[src/rtl/maze_blast_ctrl.sv]
// Bomb explosion sequencer for the maze plan RAM: arbitrates two players, walks a
// cross of cells around the bomb and clears destructible bricks during video blanking.
module maze_blast_ctrl #(
    parameter int          RADIUS = 2,
    parameter int          MAZEX  = 25,
    parameter int          MAZEY  = 17,
    parameter logic [3:0]  BRICK  = 4'h2,
    parameter logic [3:0]  EMPTY  = 4'h0
) (
    input  logic        clk,
    input  logic        reset,
    input  logic        active,
    input  logic [1:0]  req,
    input  logic [4:0]  cellx0,
    input  logic [4:0]  cellx1,
    input  logic [4:0]  celly0,
    input  logic [4:0]  celly1,
    output logic [1:0]  ack,
    output logic        busy,
    output logic [2:0]  bricks,
    output logic [9:0]  ram_raddr,
    output logic [9:0]  ram_waddr,
    output logic [3:0]  ram_wdata,
    output logic        ram_we,
    input  logic [3:0]  ram_rdata
);

    typedef enum logic [2:0] {
        S_IDLE, S_CENTER, S_READ, S_WAIT, S_EVAL, S_WRITE, S_NEXT, S_DONE
    } state_t;

    state_t      state_q, state_d;
    logic        rr_q, rr_d;
    logic        gnt_q, gnt_d;
    logic [4:0]  bx_q, bx_d, by_q, by_d;
    logic [4:0]  tx_q, tx_d, ty_q, ty_d;
    logic [1:0]  dir_q, dir_d;
    logic [2:0]  k_q, k_d;
    logic        ended_q, ended_d;
    logic [2:0]  cnt_q, cnt_d;
    logic [2:0]  bricks_q, bricks_d;
    logic [1:0]  ack_q, ack_d;
    logic        busy_q, busy_d;
    logic [9:0]  raddr_q, raddr_d;
    logic [9:0]  waddr_q, waddr_d;
    logic [3:0]  wdata_q, wdata_d;
    logic        we_q, we_d;

    logic [5:0]  tx_s, ty_s;
    logic        oob_s;
    logic [1:0]  req_eff_s;
    logic        pick_s;

    // Target cell of the current scan step; bit 5 acts as the sign bit.
    always_comb begin
        tx_s = {1'b0, bx_q};
        ty_s = {1'b0, by_q};
        case (dir_q)
            2'd0:    ty_s = {1'b0, by_q} - {3'b000, k_q};
            2'd1:    ty_s = {1'b0, by_q} + {3'b000, k_q};
            2'd2:    tx_s = {1'b0, bx_q} - {3'b000, k_q};
            2'd3:    tx_s = {1'b0, bx_q} + {3'b000, k_q};
            default: tx_s = {1'b0, bx_q};
        endcase
        oob_s = tx_s[5] | ty_s[5] | (tx_s >= 6'(MAZEX)) | (ty_s >= 6'(MAZEY));
    end

    // Next-state and output decode for the explosion sequencer.
    always_comb begin
        state_d  = state_q;
        rr_d     = rr_q;
        gnt_d    = gnt_q;
        bx_d     = bx_q;
        by_d     = by_q;
        tx_d     = tx_q;
        ty_d     = ty_q;
        dir_d    = dir_q;
        k_d      = k_q;
        ended_d  = ended_q;
        cnt_d    = cnt_q;
        bricks_d = bricks_q;
        ack_d    = 2'b00;
        busy_d   = busy_q;
        raddr_d  = raddr_q;
        waddr_d  = waddr_q;
        wdata_d  = wdata_q;
        we_d     = 1'b0;
        // The player just acked still shows req this cycle; do not re-grant it.
        req_eff_s = req & ~ack_q;
        pick_s    = 1'b0;

        case (state_q)
            S_IDLE: begin
                if (req_eff_s != 2'b00) begin
                    if (req_eff_s == 2'b11) begin
                        pick_s = rr_q;
                    end else begin
                        pick_s = req_eff_s[1];
                    end
                    gnt_d   = pick_s;
                    rr_d    = ~pick_s;
                    bx_d    = pick_s ? cellx1 : cellx0;
                    by_d    = pick_s ? celly1 : celly0;
                    cnt_d   = 3'd0;
                    busy_d  = 1'b1;
                    state_d = S_CENTER;
                end else begin
                    state_d = S_IDLE;
                end
            end
            S_CENTER: begin
                if (!active) begin
                    we_d    = 1'b1;
                    waddr_d = {by_q, bx_q};
                    wdata_d = EMPTY;
                    dir_d   = 2'd0;
                    k_d     = 3'd1;
                    ended_d = 1'b0;
                    state_d = S_READ;
                end else begin
                    state_d = S_CENTER;
                end
            end
            S_READ: begin
                if (active) begin
                    state_d = S_READ;
                end else if (oob_s) begin
                    k_d     = 3'(RADIUS);
                    ended_d = 1'b1;
                    state_d = S_NEXT;
                end else begin
                    tx_d    = tx_s[4:0];
                    ty_d    = ty_s[4:0];
                    raddr_d = {ty_s[4:0], tx_s[4:0]};
                    state_d = S_WAIT;
                end
            end
            S_WAIT: begin
                // Blanking lost during the RAM latency cycle: the read must be redone.
                if (active) begin
                    state_d = S_READ;
                end else begin
                    state_d = S_EVAL;
                end
            end
            S_EVAL: begin
                if (active) begin
                    state_d = S_EVAL;
                end else if (ram_rdata == EMPTY) begin
                    state_d = S_NEXT;
                end else if (ram_rdata == BRICK) begin
                    state_d = S_WRITE;
                end else begin
                    ended_d = 1'b1;
                    state_d = S_NEXT;
                end
            end
            S_WRITE: begin
                if (!active) begin
                    we_d    = 1'b1;
                    waddr_d = {ty_q, tx_q};
                    wdata_d = EMPTY;
                    cnt_d   = (cnt_q == 3'd7) ? cnt_q : cnt_q + 3'd1;
                    ended_d = 1'b1;
                    state_d = S_NEXT;
                end else begin
                    state_d = S_WRITE;
                end
            end
            S_NEXT: begin
                if ((k_q < 3'(RADIUS)) && !ended_q) begin
                    k_d     = k_q + 3'd1;
                    state_d = S_READ;
                end else if (dir_q != 2'd3) begin
                    dir_d   = dir_q + 2'd1;
                    k_d     = 3'd1;
                    ended_d = 1'b0;
                    state_d = S_READ;
                end else begin
                    state_d = S_DONE;
                end
            end
            S_DONE: begin
                ack_d    = gnt_q ? 2'b10 : 2'b01;
                busy_d   = 1'b0;
                bricks_d = cnt_q;
                state_d  = S_IDLE;
            end
            default: begin
                state_d = S_IDLE;
                busy_d  = 1'b0;
            end
        endcase
    end

    // State and output registers; reset aborts any explosion at once.
    always_ff @(posedge clk or posedge reset) begin
        if (reset) begin
            state_q  <= S_IDLE;
            rr_q     <= 1'b0;
            gnt_q    <= 1'b0;
            bx_q     <= 5'd0;
            by_q     <= 5'd0;
            tx_q     <= 5'd0;
            ty_q     <= 5'd0;
            dir_q    <= 2'd0;
            k_q      <= 3'd0;
            ended_q  <= 1'b0;
            cnt_q    <= 3'd0;
            bricks_q <= 3'd0;
            ack_q    <= 2'b00;
            busy_q   <= 1'b0;
            raddr_q  <= 10'd0;
            waddr_q  <= 10'd0;
            wdata_q  <= 4'd0;
            we_q     <= 1'b0;
        end else begin
            state_q  <= state_d;
            rr_q     <= rr_d;
            gnt_q    <= gnt_d;
            bx_q     <= bx_d;
            by_q     <= by_d;
            tx_q     <= tx_d;
            ty_q     <= ty_d;
            dir_q    <= dir_d;
            k_q      <= k_d;
            ended_q  <= ended_d;
            cnt_q    <= cnt_d;
            bricks_q <= bricks_d;
            ack_q    <= ack_d;
            busy_q   <= busy_d;
            raddr_q  <= raddr_d;
            waddr_q  <= waddr_d;
            wdata_q  <= wdata_d;
            we_q     <= we_d;
        end
    end

    assign ack       = ack_q;
    assign busy      = busy_q;
    assign bricks    = bricks_q;
    assign ram_raddr = raddr_q;
    assign ram_waddr = waddr_q;
    assign ram_wdata = wdata_q;
    assign ram_we    = we_q;

endmodule
[config.mk]
export PLATFORM = sky130hd
export DESIGN_NAME = maze_blast_ctrl
export DESIGN_NICKNAME = d
export VERILOG_FILES = /design/src/rtl/maze_blast_ctrl.sv
export SDC_FILE = /design/constraint.sdc
export NUM_CORES = 1
export LEC_CHECK = 0
export ABC_AREA = 1
export BUFFER_PORTS_ARGS = -buffer_cell sky130_fd_sc_hd__clkbuf_2
export CORE_MARGIN = 3
export CORE_UTILIZATION = 30
export DETAILED_ROUTE_END_ITERATION = 8
export PLACE_DENSITY = 0.54
export SETUP_SLACK_MARGIN = 0.15
export SYNTH_ARGS = -nofsm -noshare
export SYNTH_HDL_FRONTEND = slang
export SYNTH_SLANG_ARGS = --single-unit
[constraint.sdc]
create_clock -name clk -period 3.3 [get_ports clk]
set_clock_uncertainty 0.2 [all_clocks]
set_input_delay 0.66 -clock clk [delete_from_list [all_inputs] [get_ports clk]]
set_output_delay 0.66 -clock clk [all_outputs]
set_load 0.005 [all_outputs]
Word level (Yosys, flattened, before mapping)
Index checks and enable logic that the tools add are counted.
Cells by class
  $add $sub $neg: 7
  bitwise gates (word level): 8
  reductions and logical operators: 21
  multiplexer cells: 52
  $lt $le $gt $ge: 3
  equality and inequality tests: 26
Operators with widths (number)
  3-bit 2-to-1 mux: 13
  2-bit != test (second input constant): 12
  3-bit case mux with 8 select lines: 1
  6-bit case mux with 2 select lines: 2
  10-bit 2-to-1 mux: 2
  2-bit 2-to-1 mux: 10
  10-bit case mux with 2 select lines: 1
  1-bit 2-to-1 mux: 16
  3-bit equality test (second input constant): 5
  5-bit by 3-bit adder with 6-bit output: 2
  6-bit by 5-bit >= comparator with 1-bit output (second input constant): 2
  5-bit by 3-bit subtractor with 6-bit output: 2
  5-bit 2-to-1 mux: 2
  10-bit AND reduction: 1
  2-bit nonzero test: 5
  3-bit case mux with 3 select lines: 1
  4-bit AND reduction: 2
  3-bit by 1-bit adder with 3-bit output (second input constant): 2
  2-bit equality test (second input constant): 3
  3-bit by 2-bit equality test with 1-bit output (second input constant): 2
  3-bit case mux with 2 select lines: 1
  3-bit AND reduction: 2
  1-bit case mux with 5 select lines: 1
  5-bit AND reduction: 1
  21 further kinds: 26
Word-level totals
  word-level logic and storage cells: 134
  output and inout port bits: 31
  input port bits: 29
  register bits: 61

Logic depth before layout (Yosys ltp)
  depth after elaboration: 8
  gate-level depth with buffers: 20
  mapped depth without buffers: 19

Worst setup path after synthesis
OpenSTA, ideal clock, no wires.
  path kind: register to register
  start point: reg k_q[0]
  end point: reg raddr_q[4] (netlist: ram_raddr[4])
  buffers on the path: 1
  slack: 476 ps
  stages on the path, launching flop included: 18
  arrival: 2508 ps
  period minus slack after synthesis: 2824 ps
  data required time: 2983 ps
  library setup time: 117 ps
  path through: dfrtp_1 inv_1 ha_1 inv_1 o21ai_0 fa_1 or2_2 nand3_1 nand2_1 nor2_1 nand3_1 nand2_1 nand3_2 inv_4 nand2_4 buf_6 nand2_1 nand2_1
Between the ends
  longest elaborated chain between the ends: 7
  elaborated cells on any way between the ends: 13
  classes of those cells: 4 x add/sub; 2 x order compare; 2 x mux; 4 x bitwise; 1 x reduce/logical
Ends and longest elaborated chain
  from (decl): line 38  | logic [2:0] k_q, k_d;
  from (signal assigned): line 226  | k_q <= k_d;
  5-bit by 3-bit adder with 6-bit output (tied with other cells): line 62  | 2'd3: tx_s = {1'b0, bx_q} + {3'b000, k_q};
  6-bit case mux with 2 select lines: line 58  | case (dir_q)
  6-bit by 5-bit >= comparator with 1-bit output or 1-bit OR (tied branches): line 65  | oob_s = tx_s[5] | ty_s[5] | (tx_s >= 6'(MAZEX)) | (ty_s >= 6'(MAZEY));
  1-bit OR (2 in series): line 65
  1-bit NOT (no source line)
  3-bit AND reduction (no source line)
  to (signal assigned): line 232  | raddr_q <= raddr_d;
  to (decl): line 44  | logic [9:0] raddr_q, raddr_d;
Parallel ways exist; a longest one is shown, timed or not.
A chain may end at the register's enable or synchronous reset.

Worst setup path after layout
  start point: reg k_q[1]
  end point: reg tx_q[0]
Between the ends
  longest elaborated chain between the ends: 7
  elaborated cells on any way between the ends: 13
  classes of those cells: 4 x add/sub; 2 x order compare; 2 x mux; 4 x bitwise; 1 x reduce/logical
Ends and longest elaborated chain
  5-bit by 3-bit adder with 6-bit output (tied with other cells): line 62
  6-bit case mux with 2 select lines: line 58
  6-bit by 5-bit >= comparator with 1-bit output or 1-bit OR (tied branches): line 65
  1-bit OR: line 65
  1-bit OR *: line 65
  1-bit NOT (no source line) *
  3-bit AND reduction (no source line) *
  to (signal assigned): line 223  | tx_q <= tx_d;
  to (decl): line 36  | logic [4:0] tx_q, tx_d, ty_q, ty_d;
Every way passes the cells marked *; elsewhere a longest branch is shown, timed or not.

==> impl_results.md <==
- Status: complete, no violations
- Seq/Total Area, Yosys: 40.1%
- Share of the synthesized area in the top cell type: 40.1%
- Area contributors post-synth: dfrtp_1 (40%), nand2_1 (12%), ha_1 (7.5%)
- Crit path DAT: 2920 ps
- Residual DRC count: 0
- Clock Path Buffers: 2
- Final Wtd Congestion: 0.909
- Clock power share: 13.7%
- Reg power frac: 28.1%
- Logic pwr share: 58.2%
- Initial DRC count: 181
- Worst reg2reg path depth: 17
- RSZ-0062 raised after global routing: no
- Crit Path Category: reg -> reg
- Cell internal pwr: 2.01 mW
- Hpwl dp: 6550 um
- Post-Syn Area: 0.00318 sq mm
- Cell accounting for the most synthesized area: dfrtp_1
- Post-synthesis instance total: 422
- F_max: 344 MHz
- Worst rel slew slack: 58.7%
- Worst-Margin Slew: 618 ps
- Tcrit/Tclk final: 88.1%
- Final Setup Violations: 0
- Initial Util: 31.7%
- CTS HTree Levels: 2
- Worst setup EP type: flip-flop
- Total CTS buffers: 5
- Critical Path RT: 3310 ps
- Switching fraction of total power: 47.0%
- Die width: 109 um
- Routed Antenna Nets: 0
- First-pass DRT Iterations: 4
- Vias: 2862
- Vias in the first global route: 2696
- Clock Sinks: 51
- Net Switching: 1.78 mW
- Hold Buf Count CTS: 0
- First-pass GRT wire length: 13500 um
- I/O Buffers: 55
- Net count, final: 531
- Final core occ: 37.7%
- Area grow syn2layout: 18.9%
- Number of synthesized flops with an enable pin: 0
- R2R Path End: tx_q[0]
- Ys flop type: dfrtp_1
- Num ports: 60
- Core Footprint: 0.0100 sq mm
- Drt total wl: 8080 um
- Largest net degree at the start of global routing: 28
- Total power: 3.79 mW
- Full die area: 0.0119 sq mm
- # rows: 36
- Critical path fanouts, max: 16
- Overall global routing resource usage: 14.3%
- Seq cells post-synth: 51
- Max-slew violations: 0
- Synth async-reset ratio: 100%
- Max VDD drop: 367 uV
- Fraction of layout cells with a size suffix above 1: 19.9%
- Worst-path clk slew: 100 ps
- Pwr Density: 1000 mW/mm^2
- Setup TNS: 0 ps
- Finished Cell Area: 0.00379 sq mm
- Drt wl/cell: 13.1 um
- Worst r2r src: k_q[1]
- # Max-Cap Violations: 0
- Area after DPL: 0.00360 sq mm
- Chip Height: 109 um
- P_leak: 2.00 nW
- R2R setup slack: 390 ps
- YS warnings: 0
- Initial antenna violation count: 0
- GR Overflow Total: 0
- Avg Vias per Cell: 4.65
- Post-route minimum period: 2910 ps
- Worst-Skew Late Latency: 310 ps
- # diodes: 0
- Clock tree from TritonCTS: yes
- CTS root buf: clkbuf_8
- Syn Area/Cell: 7.54 sq um
- Unique masters post-synth: 28
- Hold Crit Class: in -> async
- Final hold viol count: 0
- CP Launch Type: flip-flop
## layout make-up
cell class,count,area [sq um]
Clock buffer,6,72.6
Inverter,62,235
Fill cell,1049,6260
Multi-Input combinational cell,297,1620
Timing Repair Buffer,64,355
Clock inverter,2,60.1
Sequential cell,51,1280
Tap cell,133,166
## cell usage after synthesis, drive strengths merged, types with 2 or more instances
| library cell | n |
|---|---|
| a21oi | 8 |
| buf | 6 |
| clkbuf | 9 |
| dfrtp | 51 |
| fa | 2 |
| ha | 19 |
| inv | 61 |
| nand2 | 105 |
| nand3 | 48 |
| nand3b | 3 |
| nand4 | 6 |
| nor2 | 36 |
| nor3 | 7 |
| o21ai | 45 |
| o221ai | 11 |
| or2 | 2 |
## placed cells by master, fill, tap and decap left out
| master | instances |
|---|---|
| or2_2 | 2 |
| clkbuf_8 | 5 |
| nand3_2 | 1 |
| nand4_1 | 6 |
| o221ai_1 | 11 |
| buf_12 | 1 |
| bufinv_16 | 2 |
| nor2_4 | 2 |
| dfrtp_2 | 2 |
| nor2_1 | 33 |
| o21ai_1 | 8 |
| a21oi_1 | 8 |
| clkbuf_2 | 55 |
| buf_4 | 8 |
| nand3_1 | 47 |
| ha_2 | 1 |
| nand2_8 | 1 |
| fa_2 | 1 |
| conb_1 | 4 |
| nor4_1 | 1 |
| ha_1 | 18 |
| inv_1 | 53 |
| nand2_1 | 104 |
| dfrtp_1 | 49 |
| nand3b_1 | 3 |
| o21ai_0 | 31 |
| fa_1 | 1 |
| inv_2 | 7 |
| inv_4 | 1 |
| nor3_1 | 7 |
| nor2_8 | 1 |
| clkinv_1 | 1 |
| clkbuf_1 | 1 |
| o21ai_2 | 6 |
## timing repair
item                                    in CTS  in global routing
hold endpoints to repair                     0                  0
resized for setup                            2                  8
pin swaps                                    0                  2
endpoints found under the setup margin      10                 16
setup buffers                                0                  4
## cell families (layout without fill, tap and decap cells)
kind of cell	Yosys count	in the layout	share of synthesized area, %
AND/OR/NAND/NOR	208	208	29.1
buffers and inverters	77	134	10.1
AO/OA/AOI/OAI	64	64	11.8
flip-flops	51	51	40.1
adder cells (fa/ha/maj)	21	21	8.73
other	1	4	0.118
## state kept, by name, indices dropped and copies added, names as in the netlist, 3 cells and up
register	cells
cnt_q	3
bx_q	5
state_q	3
k_q	3
ram_waddr	10
ty_q	5
bricks	3
tx_q	4
by_q	5
## worst max-delay path, stage by stage (launching register included)
cell and delay (ps):
dfrtp_2 410, inv_1 70, ha_1 180, ha_1 260
inv_1 80, o21ai_2 60, ha_1 350, or2_2 290
nand3_1 70, nand2_1 60, nor2_1 100, nand3_1 70
nand2_1 100, nand3_2 120, inv_4 130, nand2_8 110
nand2_1 100, o21ai_2 50
## worst max-delay path by stage
| stage | startpoint | to |
|---|---|---|
| floorplan | k_q[0] | ram_raddr[4] |
| global placement | k_q[0] | tx_q[0] |
| detailed placement | k_q[0] | tx_q[0] |
| CTS | k_q[1] | tx_q[0] |
| global route | k_q[1] | k_q[2] |
| finish | k_q[1] | tx_q[0] |
## metal layers
layer  global-route usage (%)  part of all wire, %
met4                     3.70                  1.4
met2                     21.4                   43
met5                        0                    0
met1                     21.2                   52
met3                     2.31                  4.2
## metrics by stage
stage          setup WS [ps]  hold WS (ps)  instances
4_1_cts                  173           219        611
3_5_place_dp             102           216        603
2_1_floorplan            476           203        425
6_report                 391           199        615
3_3_place_gp             177           223        603
5_1_grt                  133           253        615
## power by group through the flow
stage	clock, mW	combinational (mW)	sequential [mW]
6_report	0.518	2.21	1.07
2_1_floorplan	0	1.59	1.03
4_1_cts	0.534	2.14	1.08
3_5_place_dp	0	2.14	1.09
5_1_grt	0.558	2.54	1.10
3_3_place_gp	0	2.08	1.09
Note: power is estimated with default switching activity, not from simulation.
